**src/rtl/ama_riscv_wb_arbiter.sv**
```systemverilog
// Register-file writeback arbiter: pipeline writes win, long-latency results queue in a FIFO,
// and a starvation counter forces a one-cycle pipeline stall so the FIFO always drains.
module ama_riscv_wb_arbiter #(
    parameter int DEPTH      = 4,
    parameter int STARVE_MAX = 8
) (
    input  logic        clk,
    input  logic        rst_n,
    input  logic        p_valid,
    input  logic [4:0]  p_addr,
    input  logic [31:0] p_data,
    input  logic        m_valid,
    output logic        m_ready,
    input  logic [4:0]  m_addr,
    input  logic [31:0] m_data,
    output logic        rf_we,
    output logic [4:0]  rf_addr_d,
    output logic [31:0] rf_data_d,
    output logic        p_stall,
    output logic [31:0] pending_mask,
    output logic        wb_err
);

    localparam int AW = $clog2(DEPTH);
    localparam int CW = $clog2(STARVE_MAX + 1);
    localparam logic [CW-1:0] STARVE_LIM = CW'(STARVE_MAX);

    logic [4:0]       addr_mem [DEPTH];
    logic [31:0]      data_mem [DEPTH];
    logic [DEPTH-1:0] occ;
    logic [AW:0]      rd_ptr;
    logic [AW:0]      wr_ptr;
    logic [CW-1:0]    starve_cnt;
    logic [AW-1:0]    rd_idx;
    logic [AW-1:0]    wr_idx;
    logic             empty;
    logic             full;
    logic             push;
    logic             pop;
    logic             p_win;
    logic [31:0]      mask_acc;

    assign rd_idx  = rd_ptr[AW-1:0];
    assign wr_idx  = wr_ptr[AW-1:0];
    assign empty   = (rd_ptr == wr_ptr);
    assign full    = (rd_ptr[AW] != wr_ptr[AW]) && (rd_idx == wr_idx);
    assign m_ready = !full;
    assign push    = m_valid && !full && (m_addr != 5'd0);
    assign p_stall = (starve_cnt == STARVE_LIM);

    // A stalled pipeline loses the port, so a stall cycle always pops the head.
    assign p_win = p_valid && (p_addr != 5'd0) && !p_stall;
    assign pop   = !empty && !p_win;

    always_ff @(posedge clk) begin
        if (push) begin
            addr_mem[wr_idx] <= m_addr;
            data_mem[wr_idx] <= m_data;
        end
    end

    always_ff @(posedge clk or negedge rst_n) begin
        if (!rst_n) begin
            rd_ptr     <= '0;
            wr_ptr     <= '0;
            occ        <= '0;
            starve_cnt <= '0;
            wb_err     <= 1'b0;
            rf_we      <= 1'b0;
            rf_addr_d  <= 5'd0;
            rf_data_d  <= 32'd0;
        end else begin
            if (pop) begin
                rd_ptr      <= rd_ptr + 1'b1;
                occ[rd_idx] <= 1'b0;
            end
            if (push) begin
                wr_ptr      <= wr_ptr + 1'b1;
                occ[wr_idx] <= 1'b1;
            end

            if (empty || pop) begin
                starve_cnt <= '0;
            end else if (starve_cnt != STARVE_LIM) begin
                starve_cnt <= starve_cnt + 1'b1;
            end

            if (p_valid && p_stall) begin
                wb_err <= 1'b1;
            end

            // Output register stage
            if (p_win) begin
                rf_we     <= 1'b1;
                rf_addr_d <= p_addr;
                rf_data_d <= p_data;
            end else if (pop) begin
                rf_we     <= 1'b1;
                rf_addr_d <= addr_mem[rd_idx];
                rf_data_d <= data_mem[rd_idx];
            end else begin
                rf_we <= 1'b0;
            end
        end
    end

    always_comb begin
        mask_acc = 32'd0;
        for (int j = 0; j < DEPTH; j++) begin
            if (occ[j]) begin
                mask_acc = mask_acc | (32'd1 << addr_mem[j]);
            end
        end
        if (rf_we) begin
            mask_acc = mask_acc | (32'd1 << rf_addr_d);
        end
        pending_mask = mask_acc & ~32'd1;
    end

endmodule
```
**config.mk**
```make
export PLATFORM = sky130hd
export DESIGN_NAME = ama_riscv_wb_arbiter
export DESIGN_NICKNAME = d
export VERILOG_FILES = /design/src/rtl/ama_riscv_wb_arbiter.sv
export SDC_FILE = /design/constraint.sdc
export NUM_CORES = 1
export LEC_CHECK = 0
export CORE_MARGIN = 1
export CORE_UTILIZATION = 52
export CTS_BUF_LIST = sky130_fd_sc_hd__clkbuf_8 sky130_fd_sc_hd__clkbuf_16
export DETAILED_ROUTE_END_ITERATION = 16
export PLACE_DENSITY = 0.79
export SYNTH_ARGS = -nofsm -noshare
export SYNTH_HDL_FRONTEND = slang
export SYNTH_SLANG_ARGS = --single-unit
```
**constraint.sdc**
```tcl
create_clock -name clk -period 3.7 [get_ports clk]
set_clock_uncertainty 0.2 [all_clocks]
set_input_delay 0.37 -clock clk [delete_from_list [all_inputs] [get_ports clk]]
set_output_delay 0.37 -clock clk [all_outputs]
set_load 0.05 [all_outputs]
```
# Word level (Yosys, flattened, before mapping)
# Memories as Yosys holds them, arrays and structs flattened.
# Index checks and enable logic that the tools add are counted.
# W data, S select, Z words.
dict set report classes {
  n_addsub 3
  multipliers 0
  n_div 0
  n_lt_le_gt_ge 4
  n_eq_ne 5
  shift 5
  n_mux 21
  n_bitwise 7
  reduce_logical 18
}
# operator count
set op_table {}
lappend op_table {{$mux W32} 7}
lappend op_table {{$shl A1 B5 Y32 const A} 5}
lappend op_table {{$or A32 B32 Y32} 4}
lappend op_table {{$mux W4} 4}
lappend op_table {{$mux W5} 2}
lappend op_table {{$reduce_bool A5 Y1} 2}
lappend op_table {{$logic_and A1 B1 Y1} 9}
lappend op_table {{$add A3 B1 Y3 const B} 2}
lappend op_table {{$lt A2 B3 Y1 const B} 2}
lappend op_table {{$mux W1} 6}
lappend op_table {{$add A4 B1 Y4 const B} 1}
lappend op_table {{$and A4 B4 Y4} 1}
lappend op_table {{$demux W1 S2} 2}
lappend op_table {{$eq A4 B4 Y1 const B} 1}
lappend op_table {{$ge A2 B1 Y1 const B} 2}
lappend op_table {{$logic_not A1 Y1} 4}
lappend op_table {{$ne A4 B4 Y1 const B} 1}
lappend op_table {{$not A4 Y4} 1}
lappend op_table {{$or A4 B4 Y4} 1}
lappend op_table {{$reduce_bool A2 Y1} 2}
lappend op_table {{$eq A3 B3 Y1} 1}
lappend op_table {{$eq A2 B2 Y1} 1}
lappend op_table {{$logic_or A1 B1 Y1} 1}
lappend op_table {{$ne A1 B1 Y1} 1}
dict set report totals {
  ff_bits 53
  latch_bits 0
  mem_bits_rw 148
  romBits 0
  input_bits 78
  mem_count 2
}
# memory depth word_bits read_ports rd_clocked_by_memory_dff write_ports line
set mem_list {}
lappend mem_list {data_mem 4 32 1 0 1 29} ;# logic [31:0] data_mem [DEPTH];
lappend mem_list {addr_mem 4 5 5 0 1 28} ;# logic [4:0] addr_mem [DEPTH];

# Logic depth before layout (Yosys ltp)
# An unclocked memory read counts as a cell.
dict set report logic_depth {
  depth_word 11
  depth_mapped 8
  depth_no_buf 6
}

# Least setup slack after synthesis
# No wires, ideal clock.
dict set report synth_path {
  path_type {register to register}
  from {register rd_ptr[0]}
  to {memory addr_mem[3][0] (enable)}
  setup_ps 432
  arrival_ps 2541
  setup_slack_ps 527
  stages_incl_launch_ff 5
  path_buffers 1
  synth_period_minus_slack_ps 3173
  path_cell_list {dfrtp_1 clkbuf_2 xor2_1 nor2_1 a211oi_2}
}
dict set report synth_between {
  elab_chain_cells 7
}
# element line
set synth_lines {}
lappend synth_lines {{start: declaration} 31} ;# logic [AW:0] rd_ptr;
lappend synth_lines {{start signal: assignment} 74} ;# rd_ptr <= rd_ptr + 1'b1;
lappend synth_lines {{$eq A2 B2 Y1} 46} ;# assign full = (rd_ptr[AW] != wr_ptr[AW]) && (rd_idx == wr_idx);
lappend synth_lines {{$logic_and A1 B1 Y1} 46}
lappend synth_lines {{$logic_not A1 Y1} 48} ;# assign push = m_valid && !full && (m_addr != 5'd0);
lappend synth_lines {{$logic_and A1 B1 Y1 (2 in series)} 48}
lappend synth_lines {{$mux W1} 56} ;# if (push) begin
lappend synth_lines {{$mux W1 (not written as such)} 57} ;# addr_mem[wr_idx] <= m_addr;
lappend synth_lines {{end: declaration} 28}
# No other way between the ends.

==> results.md <==
* Outcome: finished clean
* Die Area at 18300 sq um
* Top_reg_cell synth: edfxtp_1
* Layout cell share with drive strength beyond 1 at 0.118
* Clk sinks at 201
* Core box area at 17400 sq um
* Router iterations before antenna repair at 5
* Die H at 135 um
* Met2 GRT Util at 0.463
* Synth async-reset ratio at 0.264
* Maximum vdd drop at 0.695 mV
* Cells after Synth at 706
* Final Hold Vio Count at 0
* EDFF count, synth at 148
* Detail Placement HPWL at 16.6 mm
* Final setup violation count at 0
* Post-CTS setup buffer count at 0
* Synthesized Nets at 794
* Most frequent cells in the layout: edfxtp_1 (148), clkdlybuf4s50_1 (148), nand2_1 (96)
* Register area at 5770 sq um
* Setup crit start kind: register
* Met3 usage at 0.0475
* Via count at 6656
* Initial antenna violation count at 0
* H-tree Lvls at 1
* CP Data Required Time at 3.13 ns
* Starting Density at 0.533
* Non-filler cells, final at 1079
* Wire length of the first global-routing pass at 37.7 mm
* CP Class: register to output pin
* CTS tree: built
* Worst slew pin tran at 1.04 ns
* NumNets Final at 926
* Setup TNS at 0 ns
* Ys Warns at 0
* Vias in the first global route at 6537
* Worst setup margin at 0.286 ns
* RSZ-0062 raised after global routing: no
* Synth cell types at 41
* Mapped Area at 9250 sq um
* Longest Clk Path Bufs at 3
* Inst Count DP at 1038
* WL final at 24.7 mm
* PwrDens at 904 nW/um^2
* PortBufs at 149
* GRT busiest layer: met2
* Max Cap Viol at 0
* Final Max Tran Viols at 0
* Worst-Skew Late Latency at 0.49 ns
* Via-to-Cell Ratio at 6.17
* Total grt overflow at 0
* CTS root buffer: clkbuf_16
* Remaining antenna violation count at 0
* Final Hold Slack at 0.257 ns
* Pre-CTS setup slack at 0.657 ns
* Multi-input logic area at 3230 sq um
* # DRC at 0
* Worst slew margin relative to its limit at 0.306
* Minimum clock period after layout at 3.41 ns
* Average cell area after synthesis at 13.1 sq um
* Arr. time, crit path at 2.84 ns
* Largest net degree at the start of global routing at 49
* Fillers at 1183
* TritonCTS buffer count at 22
* Area Growth Syn to Fin at 25.9%
* Iter 0 DRT Violations at 650
* Count of boundary I/O pins at 151
* Die width at 135 um
* Clk slew on worst S/H paths at 0.06 ns
* Worst-path maximum fanout at 9
* All-Layer GR Usage at 0.274
* Leakage at 0.00411 uW
* GR Layer Usage met1 at 0.372
* Fmax at 293 MHz
* N_diodes at 0
* Crit end category: output pin
* Yosys reg bits at 201
* Register area share after synthesis at 0.624
* Period utilization at 0.923
* Routed length per placed instance at 22.9 um
* Worst hold path type: input pin to register
* RePlAce Congestion at 0.939
* Power Total at 10500 uW
* Rows at 48
==> through the flow <==
| stage | area, sq um | util |
|---|---|---|
| 3_3_place_gp | 10900 | 0.626 |
| 6_report | 11600 | 0.671 |
| 5_1_grt | 11600 | 0.671 |
| 2_1_floorplan | 9250 | - |
| 3_5_place_dp | 10900 | 0.626 |
| 4_1_cts | 11600 | 0.671 |
==> report_power, final <==
group / switching (uW) / leakage, uW / internal, uW
Combinational: 2990 / 0.00174 / 1640
Clock: 854 / 0.000401 / 1440
Sequential: 485 / 0.00197 / 3130
==> layer usage <==
metal	up-vias	wire length (um)
met1	3330	10200
met3	38	1650
met2	324	12400
li1	2964	-
met5	-	0
met4	0	493
==> worst paths after layout <==
check | to | cells past startpoint | start | slack [ns]
min in group asynchronous | rf_data_d[17] | 2 | rst_n | 0.30
hold / removal | rf_data_d[11] | 3 | p_data[11] | 0.26
max in group asynchronous | rf_addr_d[4] | 3 | rst_n | 2.16
setup reg to reg | data_mem[1][9] | 4 | wr_ptr[1] | 0.82
setup / recovery | pending_mask[25] | 4 | addr_mem[2][2] | 0.29
hold reg to reg | wb_err | 1 | wb_err | 0.26
==> flip-flops by register name, indices dropped and copies added, names as in the netlist <==
signal      count
wb_err          1
addr_mem       20
rf_addr_d       5
rd_ptr          3
data_mem      128
rf_we           1
starve_cnt      4
occ             4
wr_ptr          3
rf_data_d      32
==> cell families (layout without fill, tap and decap cells) <==
| group | count (synthesis) | after routing | synth area share |
|---|---|---|---|
| buf+inv | 58 | 206 | 0.0293 |
| mux | 39 | 39 | 0.0925 |
| compound gates | 108 | 108 | 0.0845 |
| other cells | 1 | 1 | 0.000405 |
| simple gates | 280 | 280 | 0.147 |
| xor+xnor | 9 | 9 | 0.00933 |
| fa+ha+maj | 10 | 10 | 0.0135 |
| flops | 201 | 201 | 0.624 |
==> repair_timing <==
item | 4_1_cts | 5_1_grt
hold buffers | 1 | 0
gates resized for setup | 0 | 0
endpoints found under the hold margin | 25 | 0
==> Yosys cell counts, types with 21 or more instances <==
library cell,count,area (sq um)
nor3b_1,21,158
a22oi_1,30,225
edfxtp_1,148,4440
nand2_1,96,360
nand3b_1,24,180
dfrtp_1,53,1330
nand3_1,32,160
clkbuf_1,29,109
nor2_1,76,285
mux4_2,37,833
a31oi_1,35,219
==> critical path: stages, from the launching register on <==
cell and delay [ns]:
edfxtp_1 0.51, nor3b_1 0.67, a22oi_1 0.19, nand3_1 0.16, clkdlybuf4s50_1 0.82
==> final cells by class <==
class / instances / share of cell area
clock buffers: 28 / 0.0553
clock inverters: 12 / 0.0116
inverters: 8 / 0.00258
multi-input cells: 447 / 0.277
flip-flops and latches: 201 / 0.496
well taps: 225 / 0.0242
repair buffers: 158 / 0.134
(Power assumes the default switching activity.)
==> edit 1 (same settings) <==
Set the parameter `STARVE_MAX` to 4 (it was 8).
--- a/src/rtl/ama_riscv_wb_arbiter.sv
+++ b/src/rtl/ama_riscv_wb_arbiter.sv
@@ -4,3 +4,3 @@
     parameter int DEPTH      = 4,
-    parameter int STARVE_MAX = 8
+    parameter int STARVE_MAX = 4
 ) (
Check against the original RTL: not equivalent (Yosys sat finds a counterexample within 10 cycles, from zero or initial values and one cycle with rst_n low).
==> edit 1 against the original RTL <==
Combinational power rose by 2%; routed wire length fell by 6.3%; via count fell by 0.30%; area after synthesis fell by 0.69%; cell count fell by 1.0%; power fell by 5.3%; final area fell by 2.2%; worst setup slack improved by 0.013 ns; sequential cell count fell by 1.
==> edit 1: results (changes against the original RTL) <==
| Metric | Value |
|---|---|
| Peak VDD IR | `0.547 mV (was 0.695 mV)` |
| NumNets Final | `918 (was 926)` |
| Worst Hold Depth | `1 (was 3)` |
| H-tree Lvls | `4 (was 1)` |
| Fillers | `1219 (was 1183)` |
| Post-Syn Instances | `700 (was 706)` |
| P_leak | `3.99 nW (was 4.11 nW)` |
| Ys async rst share | `26.0% (was 26.4%)` |
| Later-pin clock latency in the skew report | `0.42 ns (was 0.49 ns)` |
| Hold wc startpoint | `wb_err$_DFFE_PN0P_ (was p_data[11])` |
| Rel. slew slack | `32.2% (was 30.6%)` |
| Largest cells by area after synthesis | `edfxtp_1 48%, dfrtp_1 14%, mux4_2 9.1%, nand2_1 3.8%, nor2_1 3.0% (was edfxtp_1 48%, dfrtp_1 14%, mux4_2 9.0%, nand2_1 3.9%, nor2_1 3.1%)` |
| CP Launch Point | `addr_mem[1][2]$_DFFE_PP_ (was addr_mem[2][2]$_DFFE_PP_)` |
| M1 GR Usage | `35.3% (was 37.2%)` |
| FF-to-FF End | `data_mem[1][1]$_DFFE_PP_ (was data_mem[1][9]$_DFFE_PP_)` |
| Worst reg-to-reg setup slack | `0.85 ns (was 0.82 ns)` |
| Syn nets | `788 (was 794)` |
| CP endpoint | `pending_mask[1] (was pending_mask[25])` |
| GRT met2 Usage | `44.4% (was 46.3%)` |
| Cells after DPL | `1035 (was 1038)` |
| Non-Filler Instances | `1068 (was 1079)` |
| CTS max path bufs | `2 (was 3)` |
| Aggregate routed wire length | `23200 um (was 24700 um)` |
| Synth top cells by count | `148 x edfxtp_1, 93 x nand2_1, 73 x nor2_1 (was 148 x edfxtp_1, 96 x nand2_1, 76 x nor2_1)` |
| Drt first-iter violations | `715 (was 650)` |
| Met3 wire len | `1740 um (was 1650 um)` |
| Status | `finished clean (unchanged)` |
| First-pass GRT wire length | `36600 um (was 37700 um)` |
| Post-route cell area | `11400 sq um (was 11600 sq um)` |
| Met1 WL | `9470 um (was 10200 um)` |
| Dpl hpwl | `16000 um (was 16600 um)` |
| Post-DP Area | `10800 sq um (was 10900 sq um)` |
| Worst hold path type | `flop to flop (was primary input to flop)` |
| Met3 Usage GRT | `4.84% (was 4.75%)` |
| Gpl congestion | `0.876 (was 0.939)` |
edit 1: cell count changes in the layout (fill, tap and decap cells not counted), moves of 3 or more:
cell / unedited run / this run
clkbuf_8: 5 / 0
nand3_1: 32 / 37
clkbuf_16: 23 / 17
nand2_1: 96 / 93
nor2_1: 76 / 73
edit 1: logic make-up after synthesis:
kind of cell / Yosys count / synth area share [%]
AOI/OAI and AO/OA: 106 / 8.32
xor gates and xnor gates: 8 / 0.763
other: 1 / 0.0408
buffers and inverters: 57 / 2.82
adders and majority gates: 10 / 1.36
DFF: 200 / 62.5
and+or+nand+nor: 279 / 14.8
muxes: 39 / 9.31
edit 1: area by class of cell:
class / count / area share (%)
multi-input cells: 443 / 28.2
flip-flops and latches: 200 / 50.5
clock inverters: 15 / 0.999
clock buffers: 17 / 3.73
inverters: 8 / 0.264
repair buffers: 160 / 13.9
well taps: 225 / 2.47
edit 1: where the power goes:
group          internal (W)  switching, W
Clock              0.000921      0.000778
Sequential          0.00312      0.000455
Combinational       0.00167       0.00303
==> edit 2 (same flow settings) <==
Made on the original files. Register the output `wb_err` once more, without a reset; this adds one clock of latency there. The other outputs are not delayed to match.
--- a/src/rtl/ama_riscv_wb_arbiter.sv
+++ b/src/rtl/ama_riscv_wb_arbiter.sv
@@ -26,2 +26,4 @@
     localparam logic [CW-1:0] STARVE_LIM = CW'(STARVE_MAX);
+
+    logic wb_err_s0;
 
@@ -67,3 +69,3 @@
             starve_cnt <= '0;
-            wb_err     <= 1'b0;
+            wb_err_s0  <= 1'b0;
             rf_we      <= 1'b0;
@@ -88,3 +90,3 @@
             if (p_valid && p_stall) begin
-                wb_err <= 1'b1;
+                wb_err_s0 <= 1'b1;
             end
@@ -119,2 +121,6 @@
 
+    always_ff @(posedge clk) begin
+        wb_err <= wb_err_s0;
+    end
+
 endmodule
Check against the original RTL: same outputs for any inputs over 4 cycles, from zero or initial values and one cycle with rst_n low; that may be too few to reach the edited logic, so the function may still have changed.
==> edit 2 against the original RTL <==
Hold slack got worse by 0.080 ns; worst setup slack better by 0.042 ns; fmax grew 1.3%; sequential cell count is 1 higher; routed wire length fell by 3.4%; final area about the same; via count is 0.81% higher; area after synthesis rose by 0.22%; largest power group unchanged; power down 1.1%.
==> edit 2: results (changes against the original RTL) <==
| Metric | Value |
|---|---|
| Worst min-delay path endpoint | `wb_err$_DFF_P_ (was rf_data_d[11]$_DFFE_PN0P_)` |
| First-pass GRT wire length | `37100 um (was 37700 um)` |
| Vias in the first global route | `6555 (was 6537)` |
| Syn nets | `795 (was 794)` |
| Aggregate routed wire length | `23900 um (was 24700 um)` |
| Worst Hold Depth | `0 (was 3)` |
| Total global routing track utilization | `26.7% (was 27.4%)` |
| Synth top cells by count | `148 x edfxtp_1, 96 x nand2_1, 76 x nor2_1 (unchanged)` |
| H-tree Lvls | `1 (unchanged)` |
| FF-to-FF End | `data_mem[2][27]$_DFFE_PP_ (was data_mem[1][9]$_DFFE_PP_)` |
| Worst EP arrival | `2.80 ns (was 2.84 ns)` |
| Rel. slew slack | `32.0% (was 30.6%)` |
| Share of cells above drive strength 1 | `11.9% (was 11.8%)` |
| Drt first-iter violations | `626 (was 650)` |
| Largest cells by area after synthesis | `edfxtp_1 48%, dfrtp_1 14%, mux4_2 9.0%, nand2_1 3.9%, nor2_1 3.1% (unchanged)` |
| Peak VDD IR | `0.571 mV (was 0.695 mV)` |
| Clock buffer count from CTS | `21 (was 22)` |
| NumNets Final | `928 (was 926)` |
| Synth cell types | `42 (was 41)` |
| Gpl congestion | `0.921 (was 0.939)` |
| Hold wc startpoint | `wb_err_s0$_DFFE_PN0P_ (was p_data[11])` |
| Routed via count | `6710 (was 6656)` |
| CTS max path bufs | `3 (unchanged)` |
| Worst hold path type | `flop to flop (was primary input to flop)` |
| Post-CTS Setup Bufs | `0 (unchanged)` |
| First drt pass iteration count | `5 (unchanged)` |
| Dpl hpwl | `16100 um (was 16600 um)` |
| Ys async rst share | `26.2% (was 26.4%)` |
| Fillers | `1208 (was 1183)` |
| Post-DP Area | `10900 sq um (about the same)` |
| Port bufs | `149 (unchanged)` |
| Worst reg-to-reg setup slack | `0.89 ns (was 0.82 ns)` |
| Global route overflow | `0 (unchanged)` |
| Status | `finished clean (unchanged)` |
| P_leak | `4.09 nW (was 4.11 nW)` |
| Seq/Total Area, Yosys | `62.5% (was 62.4%)` |
| Top delay family on crit path | `buffers and inverters (was simple AND/OR/NAND/NOR gates)` |
| Number of synthesized flops with an enable pin | `148 (unchanged)` |
| Largest net degree at the start of global routing | `46 (was 49)` |
[edit 2: how the worst max path moves through the flow]
stage	end	slack, ns	depth (start not counted)	start
2_1_floorplan	addr_mem[3][0]$_DFFE_PP_	0.53	4	rd_ptr[0]$_DFFE_PN0N_
3_3_place_gp	data_mem[0][2]$_DFFE_PP_	0.73	5	m_addr[0]
3_5_place_dp	data_mem[1][3]$_DFFE_PP_	0.66	5	m_addr[0]
4_1_cts	pending_mask[2]	0.36	4	addr_mem[3][2]$_DFFE_PP_
5_1_grt	pending_mask[2]	0.17	4	addr_mem[3][2]$_DFFE_PP_
6_report	pending_mask[1]	0.33	4	addr_mem[2][4]$_DFFE_PP_
[edit 2: area by class of cell]
cell class | instances | area (sq um) | share of cell area [%]
Sequential cell | 202 | 5790 | 49.8
Timing Repair Buffer | 160 | 1580 | 13.6
Multi-Input combinational cell | 447 | 3230 | 27.7
Clock buffer | 22 | 539 | 4.63
Tap cell | 225 | 282 | 2.42
Inverter | 8 | 30.0 | 0.258
Clock inverter | 16 | 185 | 1.59
[edit 2: logic make-up after synthesis]
logic type                 count (synthesis)  synth area share [%]
xor gates and xnor gates                   9                 0.931
AOI/OAI and AO/OA                        108                  8.43
DFF                                      202                  62.5
buffers and inverters                     58                  2.93
and+or+nand+nor                          280                  14.6
adders and majority gates                 10                  1.35
muxes                                     39                  9.23
other                                      1                0.0404
[edit 2: where the power goes]
part	internal [W]	switching (W)	leakage, nW
clock network	0.00129	0.000884	0.357
logic	0.00165	0.00297	1.76
registers	0.00314	0.000480	1.98
[edit 2: metrics by stage]
step / setup WS [ns] / instances / hold WS (ns)
3_5_place_dp: 0.662 / 1041 / 0.168
5_1_grt: 0.174 / 1080 / 0.205
6_report: 0.329 / 1080 / 0.178
4_1_cts: 0.359 / 1080 / 0.184
2_1_floorplan: 0.527 / 707 / -0.126
3_3_place_gp: 0.727 / 1041 / 0.157
[edit 2: metal layers]
layer / up-vias / routed length (um) / GRT usage [%]
li1: 2966 / - / -
met1: 3323 / 10000 / 37.8
met2: 366 / 11600 / 43.4
met3: 55 / 1670 / 3.44
met4: 0 / 577 / 8.11
met5: - / 0 / 0
[edit 2: repair_timing]
action,CTS,global route
gates resized for setup,0,0
endpoints found under the hold margin,25,0
hold buffers,1,0
